==> src/rtl/cycle_ctrl_if.sv <==
// Handshake bundle between the pipeline sequencer and its surroundings.
// The master side drives the run/jump/halt requests; the slave (cycle_ctrl) drives status.
interface cycle_ctrl_if #(
    parameter int CNT_W = 8
);
    logic             START;
    logic             STEP_MODE;
    logic             JMP_EN;
    logic [3:0]       JMP_ADDR;
    logic             HALT_REQ;
    logic [3:0]       P_COUNT;
    logic             EN_FT;
    logic             EN_DC;
    logic             EN_EX;
    logic             EN_WB;
    logic [1:0]       PHASE;
    logic             BUSY;
    logic             HALTED;
    logic [CNT_W-1:0] RETIRED;

    modport master (
        output START, STEP_MODE, JMP_EN, JMP_ADDR, HALT_REQ,
        input  P_COUNT, EN_FT, EN_DC, EN_EX, EN_WB, PHASE, BUSY, HALTED, RETIRED
    );

    modport slave (
        input  START, STEP_MODE, JMP_EN, JMP_ADDR, HALT_REQ,
        output P_COUNT, EN_FT, EN_DC, EN_EX, EN_WB, PHASE, BUSY, HALTED, RETIRED
    );
endinterface

==> src/rtl/cycle_ctrl.sv <==
// Four-stage instruction sequencer: steps FT/DC/EX/WB, owns the program counter,
// applies jumps and halts latched in EX, and counts retired instructions.
module cycle_ctrl #(
    parameter logic [3:0] RESET_PC = 4'd0,
    parameter int         CNT_W    = 8
) (
    input  logic          CLK,
    input  logic          RESET,
    cycle_ctrl_if.slave   bus
);

    typedef enum logic [2:0] {
        S_IDLE = 3'd0,
        S_FT   = 3'd1,
        S_DC   = 3'd2,
        S_EX   = 3'd3,
        S_WB   = 3'd4,
        S_HALT = 3'd5
    } state_t;

    localparam logic [CNT_W-1:0] RET_MAX = {CNT_W{1'b1}};
    localparam logic [CNT_W-1:0] RET_ONE = {{(CNT_W-1){1'b0}}, 1'b1};

    state_t           state_q, state_d;
    logic [3:0]       pc_q, pc_d;
    logic [CNT_W-1:0] retired_q, retired_d;
    logic             jmp_q, jmp_d;
    logic [3:0]       jaddr_q, jaddr_d;
    logic             halt_q, halt_d;
    logic             en_ft_q, en_ft_d;
    logic             en_dc_q, en_dc_d;
    logic             en_ex_q, en_ex_d;
    logic             en_wb_q, en_wb_d;
    logic [1:0]       phase_q, phase_d;
    logic             busy_q, busy_d;
    logic             halted_q, halted_d;

    // Next-state, PC/counter update and output decode of the upcoming state
    always_comb begin
        state_d   = state_q;
        pc_d      = pc_q;
        retired_d = retired_q;
        jmp_d     = jmp_q;
        jaddr_d   = jaddr_q;
        halt_d    = halt_q;

        case (state_q)
            S_IDLE: begin
                if (bus.START) state_d = S_FT;
                else           state_d = S_IDLE;
            end
            S_FT: state_d = S_DC;
            S_DC: state_d = S_EX;
            S_EX: begin
                state_d = S_WB;
                jmp_d   = bus.JMP_EN;
                jaddr_d = bus.JMP_ADDR;
                halt_d  = bus.HALT_REQ;
            end
            S_WB: begin
                if (jmp_q) pc_d = jaddr_q;
                else       pc_d = pc_q + 4'd1;
                if (retired_q == RET_MAX) retired_d = retired_q;
                else                      retired_d = retired_q + RET_ONE;
                jmp_d   = 1'b0;
                jaddr_d = 4'd0;
                halt_d  = 1'b0;
                // A latched halt wins over single-step, which wins over free run
                if (halt_q)             state_d = S_HALT;
                else if (bus.STEP_MODE) state_d = S_IDLE;
                else                    state_d = S_FT;
            end
            S_HALT: begin
                if (bus.START) state_d = S_FT;
                else           state_d = S_HALT;
            end
            default: state_d = S_IDLE;
        endcase

        en_ft_d  = 1'b0;
        en_dc_d  = 1'b0;
        en_ex_d  = 1'b0;
        en_wb_d  = 1'b0;
        phase_d  = 2'd0;
        busy_d   = 1'b0;
        halted_d = 1'b0;
        case (state_d)
            S_FT:   begin en_ft_d = 1'b1; phase_d = 2'd0; busy_d = 1'b1; end
            S_DC:   begin en_dc_d = 1'b1; phase_d = 2'd1; busy_d = 1'b1; end
            S_EX:   begin en_ex_d = 1'b1; phase_d = 2'd2; busy_d = 1'b1; end
            S_WB:   begin en_wb_d = 1'b1; phase_d = 2'd3; busy_d = 1'b1; end
            S_HALT: halted_d = 1'b1;
            default: halted_d = 1'b0;
        endcase
    end

    // State, datapath and registered status outputs
    always_ff @(posedge CLK or posedge RESET) begin
        if (RESET) begin
            state_q   <= S_IDLE;
            pc_q      <= RESET_PC;
            retired_q <= {CNT_W{1'b0}};
            jmp_q     <= 1'b0;
            jaddr_q   <= 4'd0;
            halt_q    <= 1'b0;
            en_ft_q   <= 1'b0;
            en_dc_q   <= 1'b0;
            en_ex_q   <= 1'b0;
            en_wb_q   <= 1'b0;
            phase_q   <= 2'd0;
            busy_q    <= 1'b0;
            halted_q  <= 1'b0;
        end else begin
            state_q   <= state_d;
            pc_q      <= pc_d;
            retired_q <= retired_d;
            jmp_q     <= jmp_d;
            jaddr_q   <= jaddr_d;
            halt_q    <= halt_d;
            en_ft_q   <= en_ft_d;
            en_dc_q   <= en_dc_d;
            en_ex_q   <= en_ex_d;
            en_wb_q   <= en_wb_d;
            phase_q   <= phase_d;
            busy_q    <= busy_d;
            halted_q  <= halted_d;
        end
    end

    assign bus.P_COUNT = pc_q;
    assign bus.EN_FT   = en_ft_q;
    assign bus.EN_DC   = en_dc_q;
    assign bus.EN_EX   = en_ex_q;
    assign bus.EN_WB   = en_wb_q;
    assign bus.PHASE   = phase_q;
    assign bus.BUSY    = busy_q;
    assign bus.HALTED  = halted_q;
    assign bus.RETIRED = retired_q;

endmodule

==> src/flat_wrapper.sv <==
// flat-port wrapper written by rule: the top's interface ports become plain ports
module cycle_ctrl_flat 
#(
    parameter logic [3:0] RESET_PC = 4'd0,
    parameter int         CNT_W    = 8
)
  (CLK, RESET, bus_START, bus_STEP_MODE, bus_JMP_EN, bus_JMP_ADDR, bus_HALT_REQ, bus_P_COUNT, bus_EN_FT, bus_EN_DC, bus_EN_EX, bus_EN_WB, bus_PHASE, bus_BUSY, bus_HALTED, bus_RETIRED);
  cycle_ctrl_if #(.CNT_W(CNT_W)) bus_i ();
  input  logic CLK;
  input  logic RESET;
  input wire logic [$bits(bus_i.START)-1:0] bus_START;
  input wire logic [$bits(bus_i.STEP_MODE)-1:0] bus_STEP_MODE;
  input wire logic [$bits(bus_i.JMP_EN)-1:0] bus_JMP_EN;
  input wire logic [$bits(bus_i.JMP_ADDR)-1:0] bus_JMP_ADDR;
  input wire logic [$bits(bus_i.HALT_REQ)-1:0] bus_HALT_REQ;
  output wire logic [$bits(bus_i.P_COUNT)-1:0] bus_P_COUNT;
  output wire logic [$bits(bus_i.EN_FT)-1:0] bus_EN_FT;
  output wire logic [$bits(bus_i.EN_DC)-1:0] bus_EN_DC;
  output wire logic [$bits(bus_i.EN_EX)-1:0] bus_EN_EX;
  output wire logic [$bits(bus_i.EN_WB)-1:0] bus_EN_WB;
  output wire logic [$bits(bus_i.PHASE)-1:0] bus_PHASE;
  output wire logic [$bits(bus_i.BUSY)-1:0] bus_BUSY;
  output wire logic [$bits(bus_i.HALTED)-1:0] bus_HALTED;
  output wire logic [$bits(bus_i.RETIRED)-1:0] bus_RETIRED;
  assign bus_i.START = bus_START;
  assign bus_i.STEP_MODE = bus_STEP_MODE;
  assign bus_i.JMP_EN = bus_JMP_EN;
  assign bus_i.JMP_ADDR = bus_JMP_ADDR;
  assign bus_i.HALT_REQ = bus_HALT_REQ;
  assign bus_P_COUNT = bus_i.P_COUNT;
  assign bus_EN_FT = bus_i.EN_FT;
  assign bus_EN_DC = bus_i.EN_DC;
  assign bus_EN_EX = bus_i.EN_EX;
  assign bus_EN_WB = bus_i.EN_WB;
  assign bus_PHASE = bus_i.PHASE;
  assign bus_BUSY = bus_i.BUSY;
  assign bus_HALTED = bus_i.HALTED;
  assign bus_RETIRED = bus_i.RETIRED;
  cycle_ctrl #(.RESET_PC(RESET_PC), .CNT_W(CNT_W)) u_core (.CLK(CLK), .RESET(RESET), .bus(bus_i));
endmodule
==> config.mk <==
export PLATFORM = sky130hd
export DESIGN_NAME = cycle_ctrl_flat
export DESIGN_NICKNAME = d
export VERILOG_FILES = /design/src/rtl/cycle_ctrl_if.sv /design/src/rtl/cycle_ctrl.sv /design/src/flat_wrapper.sv
export SDC_FILE = /design/constraint.sdc
export NUM_CORES = 1
export LEC_CHECK = 0
export CAP_MARGIN = 20
export CORE_MARGIN = 3
export CORE_UTILIZATION = 45
export DETAILED_ROUTE_END_ITERATION = 8
export HOLD_SLACK_MARGIN = 0.06
export PLACE_DENSITY_LB_ADDON = 0.1
export REMOVE_ABC_BUFFERS = 1
export SYNTH_ARGS = -nofsm -noshare
export SYNTH_HDL_FRONTEND = slang
export SYNTH_SLANG_ARGS = --single-unit
==> constraint.sdc <==
create_clock -name CLK -period 1.7 [get_ports CLK]
set_clock_uncertainty 0.1 [all_clocks]
set_input_delay 0.34 -clock CLK [delete_from_list [all_inputs] [get_ports CLK]]
set_output_delay 0.34 -clock CLK [all_outputs]
set_load 0.03 [all_outputs]
==> results_dict.tcl, run 1 <==
set metrics [dict create \
    dr.first_iter.drc_count 38 \
    setup.worst_path.class "register to output pin" \
    antenna_left 0 \
    design.core.area_um2 2567 \
    cell_internal_pwr_mw 1.678 \
    cts_buffers 5 \
    p_total_mw 2.866 \
    post-route-period-util_pct 95.00 \
    post_cts_hold_buffer_count 0 \
    static-leakage-power_nw 0.8443 \
    vias 1007 \
    synthDominantAreaCellType "sky130_fd_sc_hd__dfrtp_1" \
    die-height_um 58.89 \
    area_growth_from_synthesis_to_final_layout_pct 33.60 \
    routed_wl_um 2416 \
    synthCells 120 \
    muxShareOfSynthArea_pct 5.865 \
    drt-pass1-iter-count 4 \
    grt_max_degree 30 \
    fillers 233 \
    rsz0062_at_grt "no" \
    postSynth.topFlopCell "sky130_fd_sc_hd__dfrtp_1" \
    max-cap-violations 0 \
    floorplan.die_area_um2 3467 \
    power.share.sequential_pct 39.2 \
    number_of_cell_rows 18 \
    wl_per_cell_um 12.65 \
    crit_buf_inv 1 \
    adder_cell_fraction_of_synth_area_pct 1.988 \
    htree_levels 2 \
    final_period_minus_worst_setup_slack_ns 1.615 \
    place.port_buffers 29 \
    grt_pass1_wl_um 4257 \
    synth_area_leaders "sky130_fd_sc_hd__dfrtp_1 (58%), sky130_fd_sc_hd__nor2_1 (5.1%), sky130_fd_sc_hd__a21oi_1 (4.8%)" \
    initial_core_util_pct 49.03 \
    cts-root-buf "sky130_fd_sc_hd__clkbuf_4" \
    clock_path_buffers 2 \
    drt-vias-per-instance 5.272 \
    comb_power_share_pct 46.5 \
    worstSetupStartpointType "register" \
    count_of_clock_tree_sinks 29 \
    timing.critical_path.arrival_ns 1.18 \
    critical_path.slowest_cell "sky130_fd_sc_hd__dfrtp_1" \
    setup_total_negative_slack_ns 0 \
    gp_congestion 0.8095 \
    maxSlewHeadroom_pct 76.17 \
    critical_path.top_delay_family "flip-flops" \
    synthXorXnorAreaFrac_pct 2.783 \
    final_util_pct 65.50 \
    status "complete, no violations" \
    antenna_found_initial 0 \
    dpl.hpwl_um 1794 \
    cts.clk_slew.worst_paths_ns 0.08 \
    synth.top_cell.area_share_pct 57.65 \
    share_of_cells_above_drive_strength_1_pct 13.04 \
    power.ir.vdd_worst_v 0.001071 \
    synthDistinctLibCells 28 \
    slowest_delay_ns 0.43 \
    die_width_um 58.89 \
    antenna_cells 0 \
    max_freq_ghz 0.6192 \
    drt_drc_violations_left 0 \
    net-switching-power_mw 1.188 \
    ios 30 \
    average_cell_area_after_synthesis_um2 10.49 \
    synth_area_um2 1259 \
    end_kind "output pin" \
    portion_of_the_post_synthesis_area_used_by_sequential_elements_pct 57.65 \
    ys.warnings.count 0 \
    nNetsFinal 173 \
    synth-async-reset-ratio_pct 100.0 \
    grt_util_all_layers_pct 16.64 \
    cellPowerDensity_nw_per_um2 1704 \
    synth-edff-count 0 \
    overflow 0 \
    hold_path.class "input pin to asynchronous set/reset pin" \
    first_global_vias 1033 \
    tritoncts "yes" \
    critical_path_peak_fanout 6 \
    critPathRequiredTime_ns 1.26 \
    slew_violations 0 \
    finalHoldViolCount 0 \
    netSwitchingFraction_pct 41.45 \
    finalSetupViolCount 0 \
    worstSkewPairLatency_ns 0.32 \
    register_bit_count_reported_by_yosys 29 \
    synth_compound_gate_area_share_pct 11.63 \
    post_synth_and_or_nand_nor_area_fraction_pct 16.00 \
    synth_top_family_by_area "simple AND/OR/NAND/NOR gates" \
    power.share.clock_pct 14.3 \
    crit_path_cell_trace "dlygate4sd2_1" \
    worst_slew_pin_slew_ns 0.3574 \
]
-- power by group through the flow --
stage / sequential, mW / clock [mW] / combinational, mW
CTS: 1.12 / 0.421 / 1.33
finish: 1.12 / 0.409 / 1.33
global placement: 1.12 / 0 / 1.40
detailed placement: 1.14 / 0 / 1.43
global route: 1.16 / 0.451 / 1.48
floorplan: 1.45 / 0 / 0.534
-- through the flow --
step | hold slack (ns) | cell area, um2 | setup slack (ns) | std cells
finish | 0.2867 | 1682 | 0.08499 | 191
global route | 0.3102 | 1682 | 0.002940 | 191
CTS | 0.2875 | 1652 | 0.04503 | 189
detailed placement | 0.4205 | 1622 | 0.06490 | 182
global placement | 0.4184 | 1622 | 0.1031 | 182
floorplan | 0.3181 | 1234 | -0.3239 | 115
-- layout by cell type, fill, tap and decap left out --
cell type                         Yosys  layout
sky130_fd_sc_hd__dfrtp_1             29      29
sky130_fd_sc_hd__dlygate4sd2_1        0      20
sky130_fd_sc_hd__nor2_1              17      17
sky130_fd_sc_hd__a21oi_1             12      12
sky130_fd_sc_hd__buf_4                1      10
sky130_fd_sc_hd__clkdlybuf4s50_1      0       9
sky130_fd_sc_hd__o22ai_1              8       8
sky130_fd_sc_hd__nand2_1              7       7
sky130_fd_sc_hd__inv_1                7       7
sky130_fd_sc_hd__clkbuf_4             0       5
sky130_fd_sc_hd__mux2i_1              4       4
sky130_fd_sc_hd__nand3_1              4       4
sky130_fd_sc_hd__xnor2_1              3       3
sky130_fd_sc_hd__nand2b_1             2       2
sky130_fd_sc_hd__nor2b_1              2       2
sky130_fd_sc_hd__nand4_1              2       2
sky130_fd_sc_hd__o21ai_0              2       2
sky130_fd_sc_hd__mux2_1               3       2
sky130_fd_sc_hd__ha_1                 2       2
sky130_fd_sc_hd__nor3b_4              0       1
sky130_fd_sc_hd__and3_4               0       1
sky130_fd_sc_hd__and4_1               1       1
sky130_fd_sc_hd__mux2_4               0       1
sky130_fd_sc_hd__and3_1               2       1
sky130_fd_sc_hd__nor3b_1              1       1
sky130_fd_sc_hd__o32ai_1              1       1
sky130_fd_sc_hd__a211o_1              1       1
sky130_fd_sc_hd__or2_2                1       1
sky130_fd_sc_hd__o21ai_2              1       1
sky130_fd_sc_hd__or2_1                1       1
sky130_fd_sc_hd__xor2_1               1       1
sky130_fd_sc_hd__clkbuf_1             2       1
sky130_fd_sc_hd__clkbuf_8             0       1
-- sequential cells by signal, indices dropped and copies added (netlist names) --
name                count
u_core.bus.BUSY         1
u_core.bus.EN_DC        1
u_core.bus.EN_EX        1
u_core.bus.EN_FT        1
u_core.bus.EN_WB        1
u_core.bus.HALTED       1
u_core.bus.PHASE        2
u_core.bus.P_COUNT      4
u_core.bus.RETIRED      8
u_core.halt_q           1
u_core.jaddr_q          4
u_core.jmp_q            1
u_core.state_q          3
-- worst paths after layout --
kind	depth (start not counted)	end	slack [ns]	from
setup / recovery	1	bus_RETIRED[3]	0.08	u_core.bus.RETIRED[3]
hold reg to reg	1	u_core.bus.RETIRED[0]	0.43	u_core.bus.RETIRED[0]
hold / removal	3	u_core.state_q[2]	0.29	RESET
min in group CLK	1	u_core.bus.RETIRED[0]	0.43	u_core.bus.RETIRED[0]
setup reg to reg	4	u_core.bus.RETIRED[6]	0.08	u_core.state_q[1]
max in group asynchronous	3	u_core.bus.PHASE[0]	0.95	RESET
-- area by class of cell --
type | count | area, um2 | share of cell area, %
Inverter | 7 | 26.28 | 1.563
Clock buffer | 7 | 55.05 | 3.274
Sequential cell | 29 | 725.7 | 43.15
Timing Repair Buffer | 39 | 340.3 | 20.24
Tap cell | 30 | 37.54 | 2.232
Multi-Input combinational cell | 79 | 496.7 | 29.54
-- metal layers --
metal  track usage, %  share of wire [%]
met5                0                  0
met2            26.50                 50
met3            7.018                5.7
met1            19.35                 43
met4            7.767                1.5
-- synthesized netlist by cell type (2+ instances only) --
master	instances
sky130_fd_sc_hd__dfrtp_1	29
sky130_fd_sc_hd__nor2_1	17
sky130_fd_sc_hd__a21oi_1	12
sky130_fd_sc_hd__o22ai_1	8
sky130_fd_sc_hd__inv_1	7
sky130_fd_sc_hd__nand2_1	7
sky130_fd_sc_hd__mux2i_1	4
sky130_fd_sc_hd__nand3_1	4
sky130_fd_sc_hd__mux2_1	3
sky130_fd_sc_hd__xnor2_1	3
sky130_fd_sc_hd__and3_1	2
sky130_fd_sc_hd__buf_2	2
sky130_fd_sc_hd__clkbuf_1	2
sky130_fd_sc_hd__ha_1	2
sky130_fd_sc_hd__nand2b_1	2
sky130_fd_sc_hd__nand4_1	2
sky130_fd_sc_hd__nor2b_1	2
sky130_fd_sc_hd__o21ai_0	2
-- timing repair --
action | in CTS | in global routing
gates resized for setup | 20 | 3
setup endpoints to repair | 20 | 1
buffers inserted | 0 | 2
pin swaps | 0 | 2
-- cells by family (layout without fill, tap and decap cells) --
| group | Yosys count | count (layout) |
|---|---|---|
| adders and majority gates | 2 | 2 |
| AOI/OAI and AO/OA | 25 | 25 |
| DFF | 29 | 29 |
| buffers and inverters | 12 | 53 |
| xor gates and xnor gates | 4 | 4 |
| and+or+nand+nor | 41 | 41 |
| muxes | 7 | 7 |
(Power assumes the default switching activity.)
==> run 2, diff against run 1 <==
- CELL_PAD_IN_SITES_DETAIL_PLACEMENT: unset -> 1
- CELL_PAD_IN_SITES_GLOBAL_PLACEMENT: unset -> 1
- CORE_UTILIZATION: 45 -> 37
==> results_dict.tcl, run 2 (synthesized netlist as in run 1, its figures left out) <==
set metrics [dict create \
    met1Wirelength_um 1273 \
    maxSlewHeadroom_pct 74.82 \
    setup.worst_path.class "register to register" \
    status "complete, no violations" \
    cell_internal_pwr_mw 1.671 \
    hold_path.class "input pin to asynchronous set/reset pin" \
    static-leakage-power_nw 0.8438 \
    cellPowerDensity_nw_per_um2 1718 \
    final_util_pct 53.65 \
    vias 1023 \
    tritoncts "yes" \
    drt_drc_violations_left 0 \
    drt-vias-per-instance 4.990 \
    share_of_cells_above_drive_strength_1_pct 11.80 \
    dpl.hpwl_um 2150 \
    worstSkewPairLatency_ns 0.32 \
    clock_path_buffers 2 \
    power.share.clock_pct 14.4 \
    ios 30 \
    power.ir.vdd_worst_v 0.0006909 \
    post-route-period-util_pct 96.57 \
    reg2reg_slack_ns 0.06 \
    fin_hold_ws_ns 0.2961 \
    critical_path.slowest_cell "sky130_fd_sc_hd__dfrtp_1" \
    wl_per_cell_um 14.43 \
    slew_violations 0 \
    place.port_buffers 29 \
    fillers 373 \
    antenna_cells 0 \
    drt-pass1-iter-count 4 \
    dr.first_iter.drc_count 31 \
    worstSetupStartpointType "register" \
    first_global_vias 1088 \
    overflow 0 \
    final_period_minus_worst_setup_slack_ns 1.642 \
    grt_pass1_wl_um 4974 \
    worst_slew_pin_slew_ns 0.3777 \
    slowest_delay_ns 0.42 \
    cts_buffers 5 \
    critical_path.top_delay_family "simple AND/OR/NAND/NOR gates" \
    grt_max_degree 30 \
    most_common_cell_after_layout_fill_and_taps_aside "sky130_fd_sc_hd__dfrtp_1" \
    count_of_clock_tree_sinks 29 \
    finalHoldViolCount 0 \
    wl_met2_um 1511 \
    critical_path_peak_fanout 4 \
    max-cap-violations 0 \
    number_of_cell_rows 20 \
    grt_util_all_layers_pct 15.93 \
    antenna_left 0 \
    power.share.sequential_pct 39.2 \
    cts.clk_slew.worst_paths_ns 0.09 \
    nNetsFinal 173 \
    finalSetupViolCount 0 \
    max_freq_ghz 0.6091 \
    floorplan.die_area_um2 4138 \
    die_width_um 64.33 \
    critPathRequiredTime_ns 1.81 \
    setup_total_negative_slack_ns 0 \
    antenna_found_initial 0 \
    final_cell_mix "sky130_fd_sc_hd__dfrtp_1 (29), sky130_fd_sc_hd__dlygate4sd2_1 (19), sky130_fd_sc_hd__nor2_1 (17)" \
    end_kind "register" \
    detailroute.wirelength.met3_um 141 \
    design.core.area_um2 3153 \
    post_cts_hold_buffer_count 0 \
    netSwitchingFraction_pct 42.50 \
    die-height_um 64.33 \
    largest_register_ffs 8 \
    htree_levels 2 \
    comb_power_share_pct 46.4 \
    routed.top_layer "met4" \
    initial_core_util_pct 39.92 \
    cts-root-buf "sky130_fd_sc_hd__clkbuf_4" \
    net-switching-power_mw 1.235 \
    gp_congestion 0.8277 \
    timing.critical_path.arrival_ns 1.75 \
    crit_path_cell_trace "nor3b_4, and3_1, and4_1, mux2_1" \
    area_growth_from_synthesis_to_final_layout_pct 34.39 \
    routed_wl_um 2959 \
    crit_buf_inv 0 \
]
[run 2: cell types whose count changed in the layout (fill, tap and decap cells not counted)]
cell / previous run / this run
sky130_fd_sc_hd__mux2_4: 1 / 0
sky130_fd_sc_hd__and3_1: 1 / 2
sky130_fd_sc_hd__mux2_1: 2 / 3
sky130_fd_sc_hd__clkdlybuf4s15_1: 0 / 1
sky130_fd_sc_hd__and3_4: 1 / 0
sky130_fd_sc_hd__dlygate4sd2_1: 20 / 19
[run 2: area by class of cell]
cell class / instances / area [um2] / share of cell area, %
Sequential cell: 29 / 725.7 / 42.90
Multi-Input combinational cell: 79 / 488.0 / 28.85
Timing Repair Buffer: 39 / 341.6 / 20.19
Clock buffer: 7 / 55.05 / 3.254
Tap cell: 44 / 55.05 / 3.254
Inverter: 7 / 26.28 / 1.553
[run 2: final timing paths]
path | depth (start not counted) | from | end
worst max-delay path | 4 | u_core.state_q[1] | u_core.bus.RETIRED[6]
worst min-delay path | 3 | RESET | u_core.bus.RETIRED[5]
worst max register to register | 4 | u_core.state_q[1] | u_core.bus.RETIRED[6]
worst min register to register | 1 | u_core.bus.RETIRED[6] | u_core.bus.RETIRED[6]
max in group asynchronous | 3 | RESET | u_core.bus.BUSY
min in group CLK | 1 | u_core.bus.RETIRED[6] | u_core.bus.RETIRED[6]
[run 2: layer usage]
metal | global-route usage, % | up-vias
met5 | 0 | -
met3 | 5.448 | 3
met1 | 18.99 | 507
met4 | 5.541 | 0
met2 | 26.68 | 21
li1 | - | 492
[run 2: tightest hold or removal path, delay by kind of cell]
kind,cells,cell delay (ns)
buf+inv,3,0.80
[run 2: metrics by stage]
step / setup slack [ns] / instances / cell area (um2) / total power [mW]
global placement: 0.1167 / 197 / 1647 / 2.544
global route: -0.008664 / 205 / 1692 / 3.137
finish: 0.05836 / 205 / 1692 / 2.905
CTS: 0.02304 / 204 / 1677 / 2.920
floorplan: -0.3239 / 115 / 1234 / 1.986
detailed placement: 0.03836 / 197 / 1647 / 2.605
[run 2: power groups by stage]
stage	Combinational (mW)	Sequential [mW]	Clock, mW
after floorplan	0.534	1.45	0
after global placement	1.42	1.13	0
after detailed placement	1.46	1.14	0
after CTS	1.36	1.13	0.436
after global routing	1.49	1.17	0.468
final	1.35	1.14	0.417
[run 2: what timing repair did]
item | CTS | global route
setup buffers | 0 | 1
resized for setup | 20 | 2
endpoints found under the hold margin | 0 | 0
pin swaps | 0 | 1
setup endpoints to repair | 20 | 3
==> run 3, diff against run 2 <==
- CTS_CLUSTER_SIZE: unset -> 28
==> results of run 3 <==
Same layout as run 2: the final DEF is identical, and so are final timing and power.
